## config.mk

```make
export PLATFORM = sky130hd
export DESIGN_NAME = fetch_decode_flat
export DESIGN_NICKNAME = d
export VERILOG_FILES = /design/src/rtl/cpu_pkg.sv /design/src/rtl/fetch_decode_if.sv /design/src/rtl/instr_decoder.sv /design/src/rtl/fetch_decode.sv /design/src/flat_wrapper.sv
export SDC_FILE = /design/constraint.sdc
export NUM_CORES = 1
export LEC_CHECK = 0
export ABC_AREA = 1
export ABC_CLOCK_PERIOD_IN_PS = 2009
export CORE_ASPECT_RATIO = 1.4
export CORE_MARGIN = 2
export CORE_UTILIZATION = 35
export CTS_CLUSTER_SIZE = 24
export DETAILED_ROUTE_END_ITERATION = 10
export PLACE_DENSITY = 0.73
export SETUP_SLACK_MARGIN = 0.05
export SYNTH_ARGS = -nofsm -noshare
export SYNTH_HDL_FRONTEND = slang
export SYNTH_SLANG_ARGS = --single-unit
```

## constraint.sdc

```tcl
create_clock -name ck -period 2.01 [get_ports ck]
set_clock_uncertainty 0.15 [all_clocks]
set_input_delay 0.3015 -clock ck [delete_from_list [all_inputs] [get_ports ck]]
set_output_delay 0.3015 -clock ck [all_outputs]
set_load 0.05 [all_outputs]
```

## src/rtl/cpu_pkg.sv

```systemverilog
// cpu_pkg: shared opcode/format enums, widths and the decoded-instruction record of the 16-bit core
package cpu_pkg;
  localparam int PC_W = 9;
  localparam int REG_W = 4;
  localparam int INSTR_W = 16;
  typedef enum logic [3:0] {
    OP_NOP = 4'h0, OP_ADD = 4'h1, OP_SUB = 4'h2, OP_AND = 4'h3,
    OP_OR = 4'h4, OP_ADDI = 4'h5, OP_LUI = 4'h6, OP_MOV = 4'h7,
    OP_ORI = 4'h8, OP_LD = 4'h9, OP_ST = 4'hA, OP_RSV = 4'hB,
    OP_BEQ = 4'hC, OP_BNE = 4'hD, OP_J = 4'hE, OP_HALT = 4'hF
  } opcode_t;
  typedef enum logic [2:0] {FMT_R, FMT_I, FMT_LD, FMT_SB, FMT_J, FMT_CTRL, FMT_RSV} fmt_t;
  typedef struct packed {
    logic [3:0] op;
    logic [REG_W-1:0] rd;
    logic [REG_W-1:0] rs;
    logic [7:0] imm;
    logic [REG_W-1:0] rb;
    logic [3:0] disp4;
    logic [PC_W-1:0] disp9;
  } decoded_instr_t;
  function automatic fmt_t op_fmt(input logic [3:0] op);
    case (op)
      OP_ADD, OP_SUB, OP_AND, OP_OR, OP_MOV: return FMT_R;
      OP_ADDI, OP_LUI, OP_ORI: return FMT_I;
      OP_LD: return FMT_LD;
      OP_ST, OP_BEQ, OP_BNE: return FMT_SB;
      OP_J: return FMT_J;
      OP_RSV: return FMT_RSV;
      default: return FMT_CTRL;
    endcase
  endfunction
endpackage

```

## src/rtl/fetch_decode_if.sv

```systemverilog
// fetch_decode_if: redirect/stall controls, instruction-memory bus and decoded-field outputs of the front end
//   master (fetch_decode): in stall, is_jump, next_pc, imem_data; out imem_en, imem_addr, valid, op, rd, rs, rb, imm, disp4, disp9, pc, halted
//   slave  (Ex stage + memory): the mirror image
interface fetch_decode_if #(parameter int PC_W = 9);
  logic stall;
  logic is_jump;
  logic [PC_W-1:0] next_pc;
  logic imem_en;
  logic [PC_W-1:0] imem_addr;
  logic [15:0] imem_data;
  logic valid;
  logic halted;
  logic [3:0] op, rd, rs, rb, disp4;
  logic [7:0] imm;
  logic [PC_W-1:0] disp9, pc;
  modport master (
    input stall, is_jump, next_pc, imem_data,
    output imem_en, imem_addr, valid, op, rd, rs, rb, imm, disp4, disp9, pc, halted
  );
  modport slave (
    output stall, is_jump, next_pc, imem_data,
    input imem_en, imem_addr, valid, op, rd, rs, rb, imm, disp4, disp9, pc, halted
  );
endinterface

```

## src/rtl/instr_decoder.sv

```systemverilog
// instr_decoder: combinational slicing of one instruction word into its format's operand fields
//   word_i  in   instruction word (bit 0 of the ISA numbering is the MSB)
//   dec_o   out  decoded fields, unused fields forced to 0
//   valid_o out  0 for the reserved opcode, which is turned into a bubble
module instr_decoder
  import cpu_pkg::*;
(
  input  logic [INSTR_W-1:0] word_i,
  output decoded_instr_t     dec_o,
  output logic               valid_o
);
  fmt_t fmt;
  always_comb begin
    fmt = op_fmt(word_i[15:12]);
    dec_o.op = (fmt == FMT_RSV) ? 4'h0 : word_i[15:12];
    dec_o.rd = (fmt == FMT_R || fmt == FMT_I || fmt == FMT_LD) ? word_i[11:8] : '0;
    dec_o.rs = (fmt == FMT_R) ? word_i[7:4] : (fmt == FMT_SB) ? word_i[11:8] : '0;
    dec_o.rb = (fmt == FMT_LD || fmt == FMT_SB) ? word_i[7:4] : '0;
    dec_o.imm = (fmt == FMT_I) ? word_i[7:0] : '0;
    dec_o.disp4 = (fmt == FMT_LD || fmt == FMT_SB) ? word_i[3:0] : '0;
    dec_o.disp9 = (fmt == FMT_J) ? word_i[8:0] : '0;
    valid_o = fmt != FMT_RSV;
  end
endmodule

```

## src/rtl/fetch_decode.sv

```systemverilog
// fetch_decode: program counter, instruction fetch and registered decode stage feeding Ex
//   ck, rst  clock and synchronous active-high reset
//   bus      fetch_decode_if.master: stall/is_jump/next_pc from Ex, imem_en/imem_addr/imem_data to the
//            synchronous instruction memory, registered decoded fields plus valid/pc/halted to Ex
module fetch_decode #(
  parameter int PC_W = 9,
  parameter int INSTR_W = 16,
  parameter logic [PC_W-1:0] RESET_PC = '0
) (
  input logic ck,
  input logic rst,
  fetch_decode_if.master bus
);
  import cpu_pkg::*;
  typedef enum logic {S_RUN, S_HALT} state_t;
  state_t state_q, state_d;
  logic [PC_W-1:0] pc_q, pc_d, fa_q, fa_d, opc_q, opc_d;
  logic fl_q, fl_d, valid_q, valid_d, halted_q, halted_d, dec_valid, take;
  logic [INSTR_W-1:0] word;
  decoded_instr_t dec, out_q, out_d;
  assign word = bus.imem_data;
  instr_decoder u_dec (.word_i(word), .dec_o(dec), .valid_o(dec_valid));
  // fl_q tags the word on imem_data as a live fetch from address fa_q; cleared words are squashed
  assign take = fl_q && dec_valid;
  always_comb begin
    state_d = state_q;
    pc_d = pc_q;
    fa_d = fa_q;
    fl_d = fl_q;
    out_d = out_q;
    valid_d = valid_q;
    opc_d = opc_q;
    halted_d = halted_q;
    if (state_q == S_HALT) begin
      fl_d = 1'b0;
      out_d = '0;
      valid_d = 1'b0;
      opc_d = '0;
      halted_d = 1'b1;
    end else if (bus.is_jump) begin
      pc_d = bus.next_pc;
      fl_d = 1'b0;
      out_d = '0;
      valid_d = 1'b0;
      opc_d = '0;
    end else if (!bus.stall) begin
      pc_d = pc_q + 1'b1;
      fa_d = pc_q;
      fl_d = 1'b1;
      out_d = take ? dec : '0;
      valid_d = take;
      opc_d = take ? fa_q : '0;
      // the word fetched alongside the HALT decode never gets used
      if (take && dec.op == OP_HALT) begin
        state_d = S_HALT;
        fl_d = 1'b0;
      end
    end
  end
  always_ff @(posedge ck) begin
    if (rst) begin
      state_q <= S_RUN;
      pc_q <= RESET_PC;
      fa_q <= '0;
      fl_q <= 1'b0;
      out_q <= '0;
      valid_q <= 1'b0;
      opc_q <= '0;
      halted_q <= 1'b0;
    end else begin
      state_q <= state_d;
      pc_q <= pc_d;
      fa_q <= fa_d;
      fl_q <= fl_d;
      out_q <= out_d;
      valid_q <= valid_d;
      opc_q <= opc_d;
      halted_q <= halted_d;
    end
  end
  assign bus.imem_en = state_q == S_RUN && !bus.stall && !rst;
  assign bus.imem_addr = pc_q;
  assign bus.valid = valid_q;
  assign bus.op = out_q.op;
  assign bus.rd = out_q.rd;
  assign bus.rs = out_q.rs;
  assign bus.rb = out_q.rb;
  assign bus.imm = out_q.imm;
  assign bus.disp4 = out_q.disp4;
  assign bus.disp9 = out_q.disp9;
  assign bus.pc = opc_q;
  assign bus.halted = halted_q;
endmodule
```

## src/flat_wrapper.sv

```systemverilog
// flat-port wrapper written by rule: the top's interface ports become plain ports
module fetch_decode_flat import cpu_pkg::*;
#(
  parameter int PC_W = 9,
  parameter int INSTR_W = 16,
  parameter logic [PC_W-1:0] RESET_PC = '0
)
  (ck, rst, bus_stall, bus_is_jump, bus_next_pc, bus_imem_data, bus_imem_en, bus_imem_addr, bus_valid, bus_op, bus_rd, bus_rs, bus_rb, bus_imm, bus_disp4, bus_disp9, bus_pc, bus_halted);
  fetch_decode_if #(.PC_W(PC_W)) bus_i ();
  input logic ck;
  input logic rst;
  input wire logic [$bits(bus_i.stall)-1:0] bus_stall;
  input wire logic [$bits(bus_i.is_jump)-1:0] bus_is_jump;
  input wire logic [$bits(bus_i.next_pc)-1:0] bus_next_pc;
  input wire logic [$bits(bus_i.imem_data)-1:0] bus_imem_data;
  output wire logic [$bits(bus_i.imem_en)-1:0] bus_imem_en;
  output wire logic [$bits(bus_i.imem_addr)-1:0] bus_imem_addr;
  output wire logic [$bits(bus_i.valid)-1:0] bus_valid;
  output wire logic [$bits(bus_i.op)-1:0] bus_op;
  output wire logic [$bits(bus_i.rd)-1:0] bus_rd;
  output wire logic [$bits(bus_i.rs)-1:0] bus_rs;
  output wire logic [$bits(bus_i.rb)-1:0] bus_rb;
  output wire logic [$bits(bus_i.imm)-1:0] bus_imm;
  output wire logic [$bits(bus_i.disp4)-1:0] bus_disp4;
  output wire logic [$bits(bus_i.disp9)-1:0] bus_disp9;
  output wire logic [$bits(bus_i.pc)-1:0] bus_pc;
  output wire logic [$bits(bus_i.halted)-1:0] bus_halted;
  assign bus_i.stall = bus_stall;
  assign bus_i.is_jump = bus_is_jump;
  assign bus_i.next_pc = bus_next_pc;
  assign bus_i.imem_data = bus_imem_data;
  assign bus_imem_en = bus_i.imem_en;
  assign bus_imem_addr = bus_i.imem_addr;
  assign bus_valid = bus_i.valid;
  assign bus_op = bus_i.op;
  assign bus_rd = bus_i.rd;
  assign bus_rs = bus_i.rs;
  assign bus_rb = bus_i.rb;
  assign bus_imm = bus_i.imm;
  assign bus_disp4 = bus_i.disp4;
  assign bus_disp9 = bus_i.disp9;
  assign bus_pc = bus_i.pc;
  assign bus_halted = bus_i.halted;
  fetch_decode #(.PC_W(PC_W), .INSTR_W(INSTR_W), .RESET_PC(RESET_PC)) u_core (.ck(ck), .rst(rst), .bus(bus_i));
endmodule
```

# --- Word level (Yosys, flattened, before mapping) ---
# Memories as Yosys holds them, arrays and structs flattened.
# Cells that the tools add are included.
word_totals:
  register_bits: 68
  out_inout_bits: 58
  rom_bits: 48
  memories: 1
  input_bits: 29
  word_cells: 57
op_classes:
  add_sub_neg: 1
  n_eq_ne: 8
  reduce_logical: 13
  n_mux: 17
  bitwise_logic: 3
mem_list:
  columns: ["name", "words", "word_bits", "rd", "rd_ports_with_merged_regs", "wr", "line_no", "rtl"]
  rows:
  - ["(no name shown)", 16, 3, 1, 0, 0, "cpu_pkg.sv:23", "case (op)"]
ops:
  columns: ["op", "n"]
  rows:
  - ["$mux 37", 1]
  - ["$mux 9", 4]
  - ["$mux 4", 6]
  - ["$add 9x1->9 const B", 1]
  - ["$mux 8", 1]
  - ["$eq 3x2->1 const B", 2]
  - ["$eq 3x3->1 const B", 2]
  - ["$mux 1", 5]
  - ["$eq 4x4->1 const B", 1]
  - ["$logic_and 1x1->1", 4]
  - ["$eq 3x1->1 const B", 1]
  - ["$logic_not 3->1", 1]
  - ["$logic_or 1x1->1", 3]
  - ["$ne 3x3->1 const B", 1]
  - ["$not 1->1", 3]
  - ["$reduce_and 3->1", 1]
  - ["$reduce_or 3->1", 1]
  - ["$logic_not 1->1", 2]
  - ["$ne 2x1->1 const B", 1]
  - ["$reduce_and 2->1", 1]

# --- Depth between registers and ports, before layout ---
# An unclocked memory read counts as a cell.
depth:
  ltp_word: 9
  depth_mapped: 12

# --- Cells and area by module ---
# A second synthesis with hierarchy kept.
hier_totals:
  cells_unflattened: 447
  hier_area_um2: 3330.7
modules_own_cells:
  columns: ["mod", "seq_area_each_um2", "area_each_um2", "cells_each", "n_inst"]
  rows:
  - ["fetch_decode", 1361.3, 2773.9, 353, 1]
  - ["instr_decoder", 0.0, 556.8, 94, 1]

# --- Worst setup path after synthesis ---
# OpenSTA, ideal clock, no wires.
synth_path:
  path_kind: "flip-flop to flip-flop"
  startpoint: "register u_core.pc_q[1], in the netlist u_core.bus.imem_addr[1]"
  endpoint: "register u_core.pc_q[8], in the netlist u_core.bus.imem_addr[8]"
  slack_ns: 0.096
  n_path_buf: 0
  stages_incl_launch_ff: 9
  t_arrival_ns: 1.644
  path_cell_list: "dfxtp_1 ha_1 nand2_1 nor2_1 nand3_1 o21ai_0 nand3_1 nand2_1 a21oi_1"
synth_between:
  elab_chain_len: 3
synth_rtl:
  columns: ["element", "line_no", "rtl"]
  rows:
  - ["start: declaration", "fetch_decode.sv:17", "logic [PC_W-1:0] pc_q, pc_d, fa_q, fa_d, opc_q, opc_d;"]
  - ["start signal: assignment", "fetch_decode.sv:72", "pc_q <= pc_d;"]
  - ["$add 9x1->9", "fetch_decode.sv:47", "pc_d = pc_q + 1'b1;"]
  - ["$mux 9", "fetch_decode.sv:46", "end else if (!bus.stall) begin"]
  - ["$mux 9", "fetch_decode.sv:40", "end else if (bus.is_jump) begin"]
# Every way passes these cells. The select of a mux whose other input is x is not followed.
# A chain may end at the register's enable or synchronous reset.

# --- Worst setup path after layout ---
layout_path:
  startpoint: "register u_core.out_q (netlist bit u_core.bus.disp4[3])"
  endpoint: "output bus_disp4[3]"
layout_lines:
  columns: ["element", "line_no", "rtl"]
  rows:
  - ["start: declaration", "fetch_decode.sv:20", "decoded_instr_t dec, out_q, out_d;"]
  - ["start signal: assignment", "fetch_decode.sv:75", "out_q <= out_d;"]
  - ["end: declaration", "flat_wrapper.sv:24", "output wire logic [$bits(bus_i.disp4)-1:0] bus_disp4;"]
# No word-level cell between the ends.

==> run summary <==
Post-synthesis xor/xnor area fraction = 0%
Fraction of registers with async set/reset = 0%
Global-route wire length before repair = 12.9 mm
Register-to-register setup slack = 0.36 ns
PortBufs = 86
Setup violators final = 0
CP endpoint kind = primary output
Cell Pwr Density = 810 nW/um^2
Multiplexer share of the synthesized area = 0%
Max IR drop VDD = 550 uV
Worst Path Buf+Inv = 1
Pin count of the biggest net entering global routing = 34
Final wirelength = 7.99 mm
Critical path type = reg -> out
Slowest stage cell, crit path = clkdlybuf4s50_1
Worst-Margin Slew = 0.538 ns
Count of cell types in the netlist = 29
Post-Synthesis Cell Area = 2900 sq um
Cell type with the largest total area after synthesis = dfxtp_1
Antenna-violating nets left = 0
Layout cells sized above 1 = 15.8%
Starting Density = 35.8%
Post-synth EDFFs = 0
Die X-Extent = 80.9 um
Length of the first detailed-routing pass in iterations = 4
Synth cell count leaders = nand2_1, dfxtp_1, a21oi_1, inv_1, nor2_1
Yosys reg bits = 68
Final Hold Fails = 0
Vias in the first global route = 2821
Crit path arrival time = 1.47 ns
Synth area leaders = dfxtp_1, nand2_1, a21oi_1
CTS Sinks = 68
Initial DRC Count = 175
Post-CTS Hold Buffers = 0
CP Cell Sequence = clkdlybuf4s50_1
Status = completed
Max Fclk = 0.521 GHz
Core footprint = 8100 sq um
TritonCTS clock tree = done
Overall routing resource usage = 18.2%
Via count = 2947
Clk root buf = clkbuf_16
Synth Area in Simple Gates = 26.6%
Via density = 4.95
Mapped Cells = 389
Hold Crit Class = in -> reg
Clock transition at the registers of the reported paths = 0.06 ns
Leak pwr = 1.98 nW
Crit-path max FO = 2
Global route overflow = 0
Seq/Total Area, Yosys = 47.0%
Family with the most delay on the worst path = buffers and inverters
RD Place Congestion = 0.873
Post-DP HPWL = 5.93 mm
Worst setup slack after layout = 0.0919 ns
Final net count = 522
Top cell type's share of synthesized area = 47.0%
Maximum Capacitance Violations = 0
Adder-cell share of the synthesized area = 2.16%
Initial antenna violation count = 0
Num CTS Buffers = 9
Pre-CTS setup slack = -0.344 ns
# DRC = 0
Crit start category = flip-flop
ANT cells = 0
Io pins = 87
Setup TNS = 0 ns
Dominant synthesized flop cell = dfxtp_1
Htree depth = 3
Synth-to-Final Area Change = 48.1%
DIE AREA = 9030 sq um
CP Data Required Time = 1.56 ns
Vert. Die Dim = 112 um
Largest family of logic cells by synthesized area = simple AND/OR/NAND/NOR gates
Tcrit/Tclk final = 95.4%
Clock Path Buffers = 2
Avg Inst Size Synth = 7.45 sq um
Fin util = 53.0%
Clk_lat worst skew = 0.33 ns
Synth Area in Compound Gates = 17.1%
Synth Net Count = 423
Fillers = 803
RSZ-0062 raised after global routing = no
Slew Viols, Final = 0
CP peak stage delay = 0.80 ns
YS warnings = 0
Site Rows = 39
Tmin final = 1.92 ns
Most common cell in the netlist = nand2_1
Max-slew headroom = 64.1%
Wire length per cell = 13.4 um
==> sequential cells by signal (all words and copies together) (netlist names), 4 cells and up <==
register and flops:
u_core.bus.disp9 9, u_core.bus.imem_addr 9, u_core.bus.pc 9, u_core.fa_q 9, u_core.bus.imm 8, u_core.bus.disp4 4, u_core.bus.op 4, u_core.bus.rb 4
u_core.bus.rd 4, u_core.bus.rs 4
==> area by class of cell <==
class | instances | area (sq um) | area share, %
clock buffer | 11 | 243 | 5.66
timing repair buffer | 105 | 1000 | 23.4
multi-input combinational | 270 | 1350 | 31.4
inverter | 34 | 134 | 3.12
tap | 102 | 128 | 2.97
sequential | 68 | 1360 | 31.7
clock inverter | 5 | 75.1 | 1.75
==> cells in the final DEF, fill, tap and decap left out <==
cell type        count
a211oi_1             3
a21oi_1             56
a221oi_1             2
a22oi_1              8
a31oi_1              2
buf_12               2
buf_2                1
buf_4               40
buf_6                1
bufinv_16            2
clkbuf_1             1
clkbuf_16            9
clkbuf_8             1
clkdlybuf4s50_1     41
clkinv_2             4
dfxtp_1             68
dlygate4sd2_1        4
dlymetal6s2s_1      16
ha_1                 5
inv_1               30
inv_2                2
inv_6                1
nand2_1            111
nand2_2              1
nand2_4              3
nand3_1             15
nand3_2              2
nand3b_4             1
nand4_1              2
nor2_1              28
nor2_2               4
nor2_4               2
nor3_1               4
nor3_4               2
o211ai_1             3
o21ai_0             15
o21ai_1              1
==> metal layers <==
metal	vias up	global-route usage (%)	part of all wire, %	wire length [um]
met5	-	0	0	0
met4	0	7.34	2.2	172
met3	13	4.05	6.0	482
met2	102	32.9	53	4230
met1	1363	20.0	39	3110
li1	1469	-	-	-
==> metrics by stage <==
step / area, sq um / hold slack, ns / total power [mW] / cells
finish: 4290 / 0.204 / 3.48 / 595
detailed placement: 3890 / 0.299 / 1.83 / 578
global route: 4290 / 0.214 / 3.61 / 595
CTS: 4250 / 0.200 / 3.51 / 595
global placement: 3890 / 0.303 / 1.83 / 578
floorplan: 2900 / 0.286 / 1.66 / 389
==> report_power, final <==
group	internal (mW)	switching [mW]	leakage (nW)
Clock	1.11	0.552	0.159
Sequential	1.38	0.0276	0.552
Combinational	0.153	0.253	1.27
Total	2.64	0.832	1.98
==> cell families (layout without fill, tap and decap cells) <==
group,after synthesis,count (layout)
AND/OR/NAND/NOR,175,175
AO/OA/AOI/OAI,90,90
flip-flops,68,68
buffers and inverters,51,155
adder cells (fa/ha/maj),5,5
==> what timing repair did <==
action,CTS,global route
endpoints found under the setup margin,37,25
pin swaps,8,0
buffers inserted,1,0
gates resized for setup,11,17
==> path summary, 6_finish.rpt <==
| kind | endpoint | depth (start not counted) | start |
|---|---|---|---|
| hold reg to reg | u_core.bus.disp9[3] | 2 | u_core.bus.disp9[3] |
| setup reg to reg | u_core.bus.imem_addr[8] | 8 | u_core.bus.imem_addr[1] |
| setup / recovery | bus_disp4[3] | 1 | u_core.bus.disp4[3] |
| hold / removal | u_core.bus.op[3] | 3 | bus_stall |
No activity file was read; power rests on OpenSTA's default activity.
